`src/rtl/pc_flow_sequencer.sv`:
```
// rtl/pc_flow_sequencer.sv - PC update sequencer: boot vector, fetch, branch, interrupt push/vector, RTI pop/return.
module pc_flow_sequencer #(
   parameter logic [31:0] RESET_VECTOR = 32'h0000_0020,
   parameter logic [31:0] INT_VECTOR   = 32'h0000_0000,
   parameter logic [31:0] PC_LIMIT     = 32'd1000,
   parameter int          FLUSH_CYCLES = 3
) (
   input  logic        clk,
   input  logic        reset,
   input  logic        int_req,
   input  logic        rti_req,
   input  logic        stall_in,
   input  logic        branch_taken,
   input  logic [31:0] branch_dst,
   input  logic [31:0] pc_cur,
   input  logic        mem_ack,
   input  logic [15:0] mem_rdata,
   output logic [1:0]  pc_sel,
   output logic [31:0] pc_load_val,
   output logic        flush,
   output logic        mem_req,
   output logic        mem_we,
   output logic [15:0] mem_wdata,
   output logic        sp_dec,
   output logic        sp_inc,
   output logic        int_ack,
   output logic        busy
);

   localparam logic [3:0] S_BOOT    = 4'd0;
   localparam logic [3:0] S_RUN     = 4'd1;
   localparam logic [3:0] S_DRAIN   = 4'd2;
   localparam logic [3:0] S_PUSH_LO = 4'd3;
   localparam logic [3:0] S_PUSH_HI = 4'd4;
   localparam logic [3:0] S_VEC     = 4'd5;
   localparam logic [3:0] S_POP_HI  = 4'd6;
   localparam logic [3:0] S_POP_LO  = 4'd7;
   localparam logic [3:0] S_RET     = 4'd8;

   localparam logic [1:0] SEL_HOLD = 2'b00;
   localparam logic [1:0] SEL_INC  = 2'b01;
   localparam logic [1:0] SEL_LOAD = 2'b10;
   localparam logic [1:0] SEL_BR   = 2'b11;

   localparam logic [7:0] DRAIN_INIT = 8'(FLUSH_CYCLES - 1);

   logic [3:0]  state;
   logic [3:0]  next_state;
   logic [31:0] ret_pc;
   logic [7:0]  drain_cnt;
   logic        in_push;
   logic        in_pop;
   logic        next_push;
   logic        next_pop;

   assign in_push   = (state == S_PUSH_LO) || (state == S_PUSH_HI);
   assign in_pop    = (state == S_POP_HI) || (state == S_POP_LO);
   assign next_push = (next_state == S_PUSH_LO) || (next_state == S_PUSH_HI);
   assign next_pop  = (next_state == S_POP_HI) || (next_state == S_POP_LO);

   always_comb begin
      next_state = state;
      case (state)
         S_BOOT:    next_state = S_RUN;
         S_RUN: begin
            if (int_req)      next_state = S_DRAIN;
            else if (rti_req) next_state = S_POP_HI;
         end
         S_DRAIN:   if (drain_cnt == 8'd0) next_state = S_PUSH_LO;
         S_PUSH_LO: if (mem_ack) next_state = S_PUSH_HI;
         S_PUSH_HI: if (mem_ack) next_state = S_VEC;
         S_VEC:     next_state = S_RUN;
         S_POP_HI:  if (mem_ack) next_state = S_POP_LO;
         S_POP_LO:  if (mem_ack) next_state = S_RET;
         S_RET:     next_state = S_RUN;
         default:   next_state = S_BOOT;
      endcase
   end

   // pc_sel/pc_load_val are combinational so the PC register sees them in the same cycle.
   always_comb begin
      pc_sel      = SEL_HOLD;
      pc_load_val = 32'd0;
      if (reset) begin
         case (state)
            S_BOOT: begin
               pc_sel      = SEL_LOAD;
               pc_load_val = RESET_VECTOR;
            end
            S_RUN: begin
               if (int_req || rti_req || stall_in) pc_sel = SEL_HOLD;
               else if (branch_taken)              pc_sel = SEL_BR;
               else if (pc_cur < PC_LIMIT)         pc_sel = SEL_INC;
               else                                pc_sel = SEL_HOLD;
            end
            S_VEC: begin
               pc_sel      = SEL_LOAD;
               pc_load_val = INT_VECTOR;
            end
            S_RET: begin
               pc_sel      = SEL_LOAD;
               pc_load_val = ret_pc;
            end
            default: pc_sel = SEL_HOLD;
         endcase
      end
   end

   logic unused_dst;
   assign unused_dst = ^branch_dst;

   always_ff @(posedge clk or negedge reset) begin
      if (!reset) begin
         state     <= S_BOOT;
         ret_pc    <= 32'd0;
         drain_cnt <= 8'd0;
         flush     <= 1'b0;
         mem_req   <= 1'b0;
         mem_we    <= 1'b0;
         mem_wdata <= 16'd0;
         sp_dec    <= 1'b0;
         sp_inc    <= 1'b0;
         int_ack   <= 1'b0;
         busy      <= 1'b1;
      end else begin
         state <= next_state;
         if (state == S_RUN && int_req) begin
            ret_pc    <= pc_cur;
            drain_cnt <= DRAIN_INIT;
         end else if (state == S_DRAIN && drain_cnt != 8'd0) begin
            drain_cnt <= drain_cnt - 8'd1;
         end
         if (state == S_POP_HI && mem_ack) ret_pc[31:16] <= mem_rdata;
         if (state == S_POP_LO && mem_ack) ret_pc[15:0]  <= mem_rdata;

         // Flush trails the decision by one cycle, so it covers the RUN decision plus every DRAIN cycle.
         flush   <= (state == S_RUN && (int_req || rti_req)) || (state == S_DRAIN);
         mem_req <= next_push || next_pop;
         mem_we  <= next_push;
         if (next_state == S_PUSH_LO)      mem_wdata <= ret_pc[15:0];
         else if (next_state == S_PUSH_HI) mem_wdata <= ret_pc[31:16];
         else                              mem_wdata <= 16'd0;
         sp_dec  <= in_push && mem_ack;
         sp_inc  <= in_pop && mem_ack;
         int_ack <= (next_state == S_VEC);
         busy    <= (next_state != S_RUN);
      end
   end

endmodule

```
`config.mk`:
```
export PLATFORM = sky130hd
export DESIGN_NAME = pc_flow_sequencer
export DESIGN_NICKNAME = d
export VERILOG_FILES = /design/src/rtl/pc_flow_sequencer.sv
export SDC_FILE = /design/constraint.sdc
export NUM_CORES = 1
export LEC_CHECK = 0
export BUFFER_PORTS_ARGS = -buffer_cell sky130_fd_sc_hd__buf_2
export CORE_AREA = 10 10 95 97
export CTS_CLUSTER_SIZE = 40
export DETAILED_ROUTE_END_ITERATION = 16
export DIE_AREA = 0 0 105 107
export GPL_TIMING_DRIVEN = 1
export PLACE_DENSITY = 0.86
export SLEW_MARGIN = 10
export SYNTH_ARGS = -nofsm -noshare
export SYNTH_HDL_FRONTEND = slang
export SYNTH_SLANG_ARGS = --single-unit
```
`constraint.sdc`:
```
create_clock -name clk -period 2.4 [get_ports clk]
set_input_delay 0 -clock clk [delete_from_list [all_inputs] [get_ports clk]]
set_output_delay 0 -clock clk [all_outputs]
set_load 0.02 [all_outputs]
```
==> impl_metrics.toml, run 1 <==
[timing]
setup_slack_ns = 0.04425
drv_slew = 0
min_period_ns = 2.356
period_share_pct = 98.16
setup_viol = 0
slew_headroom_pct = 50.05
worstMarginPinSlew_ns = 0.7492
finClkSkew_ns = 0.01422
hold_viol = 0
fmax_mhz = 424.5

[routing]
drc = 0
wl_per_cell_um = 19.47
ant_nets = 0
firstDrtPassIters = 5
vias = 3477
post_drt_via_cell_ratio = 5.757
drt_iter0_markers = 292
routed_wl_mm = 11.76

[die]
core_sq_mm = 0.007137
pin_count = 144
rows = 31
die_w_um = 105
die_area_sq_mm = 0.01124
initial_core_util_pct = 46.70
die_h_um = 107

[logic_synthesis]
synth_edf_count = 0
syn-instance-count = 336
synth_cell_types = 49
syn_area_sq_mm = 0.003333
synth_seq_cells = 67
async_flop_share_pct = 100.0
syn-num-nets = 424
synth_top_area_share_pct = 49.55
ys.flop_type = "dfrtp_1"
syn_avg_cell_area_sq_um = 9.920
yosysSeqAreaShare_pct = 50.34
yosys_warnings = 0
synthTopCellsByArea = "dfrtp_1, and2_1, nand2_1, a32o_1, mux2i_1"
synth_top_cell_by_area = "dfrtp_1"
synthMostInstantiatedCell = "dfrtp_1"
synth_commonest_cells = "dfrtp_1, nand2_1, and2_1"

[global_routing]
grt_usage_pct = 20.73
grt.overflow.total = 0
grt_pass1_vias = 3633
antenna_found_initial = 1
grt_pass1_wl_mm = 18.76
grt_max_degree = 63

[placed_design]
finalWeightedCongestion = 0.9063
place_hpwl_mm = 7.081
preCtsSetupSlack_ns = 0.3039
place_area_sq_mm = 0.004008
portBuffers = 111

[clocking]
cts_made_buffers = 9
root_buffer = "clkbuf_8"
cts_setup_buffers = 0
clock_latency_ns = 0.35
clk_pin_slew_ns = 0.07
clk_path_buf_depth = 2
htree_levels = 3
numClockSinks = 67
cts_tree = "yes"

[worst_setup_path]
critPathArrivalTime_ns = 2.64
cp_max_fo = 17
critPathRequiredTime_ns = 2.68
startpoint_type = "flop"
path_class = "reg -> reg"
crit_path_end_kind = "flop"

[power]
vdd_drop_max_uv = 534.9
power_density_mw_per_mm2 = 1132
leakage_nw = 2.448
p_total_mw = 5.417

[layout]
fin_util_pct = 67.08
seqCellArea_sq_mm = 0.001678
nets = 587
multi_input_area_sq_mm = 0.001534
fin_area_sq_mm = 0.004787
filler_cell_count = 514
flow.area_growth_from_synthesis_pct = 43.62
drive_gt1_share_pct = 29.37

[job]
drv_cap = 0

[run_status]
run_status = "complete, no violations"

[min_path]
hp-class = "in -> reg"
[report_power, final]
group          leakage (nW)  total [mW]  switching, mW  internal (mW)
combinational          1.47        2.35           1.33           1.02
sequential            0.859        1.94          0.335           1.60
clock                 0.121        1.13          0.438          0.694
[critical path: stages, from the launching register on]
cell and delay [ns]:
dfrtp_1 0.38, buf_4 0.19, nor4b_4 0.31, and2_1 0.36
buf_4 0.30, a22oi_1 0.11, dlygate4sd3_1 0.58, nand2_1 0.07
[per-stage QoR]
stage	cells	hold WS [ns]	setup TNS (ns)
3_3_place_gp	536	-0.1316	0
2_1_floorplan	336	-0.2956	0
3_5_place_dp	536	-0.1331	0
5_1_grt	604	0.02356	-0.01770
6_report	604	0.009818	0
4_1_cts	603	0.005093	0
[layout make-up]
class	instances	share of cell area [%]
flip-flops and latches	67	35.05
clock inverters	6	2.352
diodes	1	0.05227
well taps	99	2.588
multi-input cells	238	32.04
inverters	6	0.4705
repair buffers	177	24.78
clock buffers	10	2.666
[registers in the layout, indices dropped and copies added (netlist names)]
| signal | flops |
|---|---|
| busy | 1 |
| drain_cnt | 8 |
| flush | 1 |
| int_ack | 1 |
| mem_req | 1 |
| mem_wdata | 16 |
| mem_we | 1 |
| ret_pc | 32 |
| sp_dec | 1 |
| sp_inc | 1 |
| state | 4 |
[layer usage]
metal | up-vias | track usage (%) | routed length (um)
met5 | - | 0 | 0
met4 | 0 | 15.29 | 726
met3 | 65 | 6.886 | 1188
met2 | 251 | 33.90 | 5847
met1 | 1626 | 22.13 | 3996
li1 | 1535 | - | -
[repair_timing]
action	CTS	global route
endpoints found under the hold margin	38	0
endpoints found under the setup margin	0	18
resized for setup	0	5
hold buffers	51	0
[path summary, 6_finish.rpt]
kind,start,endpoint,slack (ns),cells after the start
setup / recovery,state[1],ret_pc[30],0.04,7
hold / removal,pc_cur[13],ret_pc[13],0.01,3
setup reg to reg,state[1],ret_pc[30],0.04,7
hold reg to reg,ret_pc[24],ret_pc[24],0.50,2
max in group asynchronous,reset,drain_cnt[2],1.35,3
min in group asynchronous,reset,state[3],0.05,2
[cells by family after synthesis]
kind of cell	synth area share (%)
and+or+nand+nor	22.30
AOI/OAI and AO/OA	16.93
DFF	50.34
buffers and inverters	4.204
muxes	4.805
xor gates and xnor gates	1.051
adders and majority gates	0.3753
[layout by cell type, fill, tap and decap left out, types with 3 or more instances in the layout]
| cell | netlist | final |
|---|---|---|
| a21oi_1 | 5 | 5 |
| a22oi_1 | 17 | 17 |
| a32o_1 | 16 | 16 |
| and2_1 | 36 | 36 |
| and3_1 | 4 | 4 |
| buf_2 | 6 | 111 |
| buf_4 | 2 | 13 |
| bufinv_16 | 0 | 3 |
| clkbuf_8 | 0 | 9 |
| dfrtp_1 | 66 | 66 |
| dlygate4sd3_1 | 0 | 51 |
| inv_1 | 6 | 6 |
| mux2i_1 | 16 | 15 |
| nand2_1 | 55 | 55 |
| nand2b_1 | 5 | 5 |
| nand4_1 | 3 | 3 |
| nor2_1 | 11 | 11 |
| nor3_1 | 4 | 4 |
| nor4_1 | 6 | 6 |
| o211ai_1 | 4 | 4 |
| o21ai_0 | 20 | 20 |
Power figures use the tool's default switching activity.
==> run 2, diff against run 1 <==
--- a/config.mk
+++ b/config.mk
@@ -5,12 +5,13 @@
 export SDC_FILE = /design/constraint.sdc
 export NUM_CORES = 1
 export LEC_CHECK = 0
+export ABC_CLOCK_PERIOD_IN_PS = 2400
 export BUFFER_PORTS_ARGS = -buffer_cell sky130_fd_sc_hd__buf_2
 export CORE_AREA = 10 10 95 97
 export CTS_CLUSTER_SIZE = 40
 export DETAILED_ROUTE_END_ITERATION = 16
 export DIE_AREA = 0 0 105 107
-export GPL_TIMING_DRIVEN = 1
+export GPL_TIMING_DRIVEN = 0
 export PLACE_DENSITY = 0.86
 export SLEW_MARGIN = 10
 export SYNTH_ARGS = -nofsm -noshare
==> run 2 against run 1 <==
Compared with the run above: via count up 3.2%; die area did not move; final area down 0.31%; register-to-register slack improved by 0.02 ns; count of clock-buffer cells in the layout rose by 1; largest cell class unchanged; core utilization decreased by 0.21 points; setup slack gained 0.025 ns; maximum frequency grew 1.1%; critical path depth increased by 1.
==> impl_metrics.toml, run 2 (synthesized netlist as in run 1, its figures left out) <==
[run_status]
run_status = "complete, no violations"

[layout]
final_cell_mix = "buf_2, dfrtp_1, nand2_1"
filler_cell_count = 545
top_regs = "ret_pc: 32 flops, mem_wdata: 16 flops, drain_cnt: 8 flops"
largest_reg_flops = 32
nets = 593
fin_area_sq_mm = 0.004772
largest-register = "ret_pc"
final_common_cell = "buf_2"
drive_gt1_share_pct = 30.20
flow.area_growth_from_synthesis_pct = 43.17

[die]
core_sq_mm = 0.007137
die_w_um = 105
pin_count = 144
die_h_um = 107
rows = 31
initial_core_util_pct = 46.70
die_area_sq_mm = 0.01124

[routing]
firstDrtPassIters = 5
drc = 0
wl_per_cell_um = 20.53
wl_met2_mm = 6.105
ant_nets = 0
post_drt_via_cell_ratio = 5.876
routed_wl_mm = 12.54
wl_met3_mm = 1.283
drt_iter0_markers = 348
met1Wirelength_mm = 4.264
topRoutingLayerUsed = "met4"
vias = 3590

[power]
p_sw_share_pct = 42.20
vdd_drop_max_uv = 606.8
power_switching_mw = 2.174
p_int_mw = 2.977
leakage_nw = 2.447
power_density_mw_per_mm2 = 1079
power_frac_seq_pct = 38.2
p_clk_share_pct = 19.3
power_frac_comb_pct = 42.4

[timing]
drv_slew = 0
holdWs_ns = 0.01295
slew_headroom_pct = 60.10
rsz0062_at_grt = "yes"
hold_viol = 0
finClkSkew_ns = 0.01210
fmax_mhz = 429.0
setup_viol = 0
period_share_pct = 97.12
min_period_ns = 2.331
worstMarginPinSlew_ns = 0.5984

[clocking]
cts_setup_buffers = 0
clk_path_buf_depth = 2
htree_levels = 3
cts_made_buffers = 9
clock_latency_ns = 0.35
root_buffer = "clkbuf_8"
cts_tree = "yes"
numClockSinks = 67
clk_pin_slew_ns = 0.08

[global_routing]
grt_pass1_wl_mm = 19.52
antenna_found_initial = 1
grt_usage_pct = 21.81
grt_pass1_vias = 3761
grt.overflow.total = 0
grt_max_degree = 55

[worst_setup_path]
rr_endpoint = "mem_wdata[6]"
r2r_slack_ns = 0.07
endpoint = "mem_wdata[6]"
path_class = "reg -> reg"
reg2reg_from = "drain_cnt[0]"
critPathRequiredTime_ns = 2.68
cp_max_fo = 10
critPathArrivalTime_ns = 2.61
crit_start = "drain_cnt[0]"
reg2regPathDepth = 8
startpoint_type = "flop"
crit_path_end_kind = "flop"

[placed_design]
place_hpwl_mm = 7.879
finalWeightedCongestion = 0.9097
portBuffers = 111
place_area_sq_mm = 0.004043

[min_path]
hp-class = "in -> reg"

[job]
drv_cap = 0
==> run 2: changes by cell type in the layout (fill, tap and decap cells not counted), sizes merged, moves of 2 or more <==
cell         delta
clkinvlp        +3
buf             -5
dlygate4sd3     -4
bufinv          -2
clkbuf         +16
==> run 2: critical path, stage by stage (launching register included) <==
cell and delay, ns:
dfrtp_1 0.39, inv_1 0.10, ha_1 0.23, or3b_2 0.51
o31ai_2 0.27, and2_1 0.19, buf_4 0.16, buf_4 0.21
a32o_1 0.21
==> run 2: metal layers <==
layer,track usage (%),up-vias
met5,0,-
met4,14.41,0
met3,8.383,69
met2,36.14,262
met1,22.84,1711
li1,-,1548
==> run 2: worst min-delay path by stage <==
stage,start,end,slack [ns],cells after the start
final,pc_cur[13],ret_pc[13],0.01,3
after global routing,pc_cur[13],ret_pc[13],0.03,3
after CTS,pc_cur[3],ret_pc[3],0.003,3
after detailed placement,reset,mem_wdata[3],-0.11,1
after global placement,mem_rdata[9],ret_pc[9],0.22,3
after floorplan,reset,drain_cnt[0],-0.30,0
==> run 2: power by group through the flow <==
stage | combinational (mW) | sequential, mW | clock, mW
after floorplan | 1.22 | 2.01 | 0
after CTS | 2.05 | 1.92 | 0.989
after global placement | 1.88 | 1.92 | 0
after detailed placement | 1.96 | 1.94 | 0
after global routing | 2.34 | 2.02 | 1.05
final | 2.19 | 1.97 | 0.996
==> run 2: what timing repair did <==
| action | in CTS | in global routing |
|---|---|---|
| resized for setup | 1 | 15 |
| hold buffers | 47 | 0 |
| setup endpoints to repair | 14 | 52 |
| hold endpoints to repair | 100 | 0 |
==> run 2: metrics by stage <==
stage | util, % | power, mW | cells | TNS, ns | worst slack (ns)
after floorplan | - | 3.231 | 336 | 0 | 0.4210
after global placement | 56.22 | 3.794 | 546 | 0 | 0.02851
after detailed placement | 56.64 | 3.903 | 547 | -0.3329 | -0.06018
after CTS | 66.25 | 4.958 | 609 | 0 | 0.03814
after global routing | 66.83 | 5.421 | 610 | -0.03385 | -0.01781
final | 66.87 | 5.151 | 611 | 0 | 0.06901
==> run 2: layout make-up <==
class                      instances  area [sq um]  share of cell area (%)
clock buffer                      11         151.4                   3.173
buffer                            24         120.1                   2.517
sequential                        67          1678                   35.16
antenna                            2         5.005                  0.1049
tap                               99         123.9                   2.596
timing repair buffer             159          1056                   22.13
multi-input combinational        238          1554                   32.56
inverter                           6         22.52                  0.4719
clock inverter                     5         61.31                   1.285
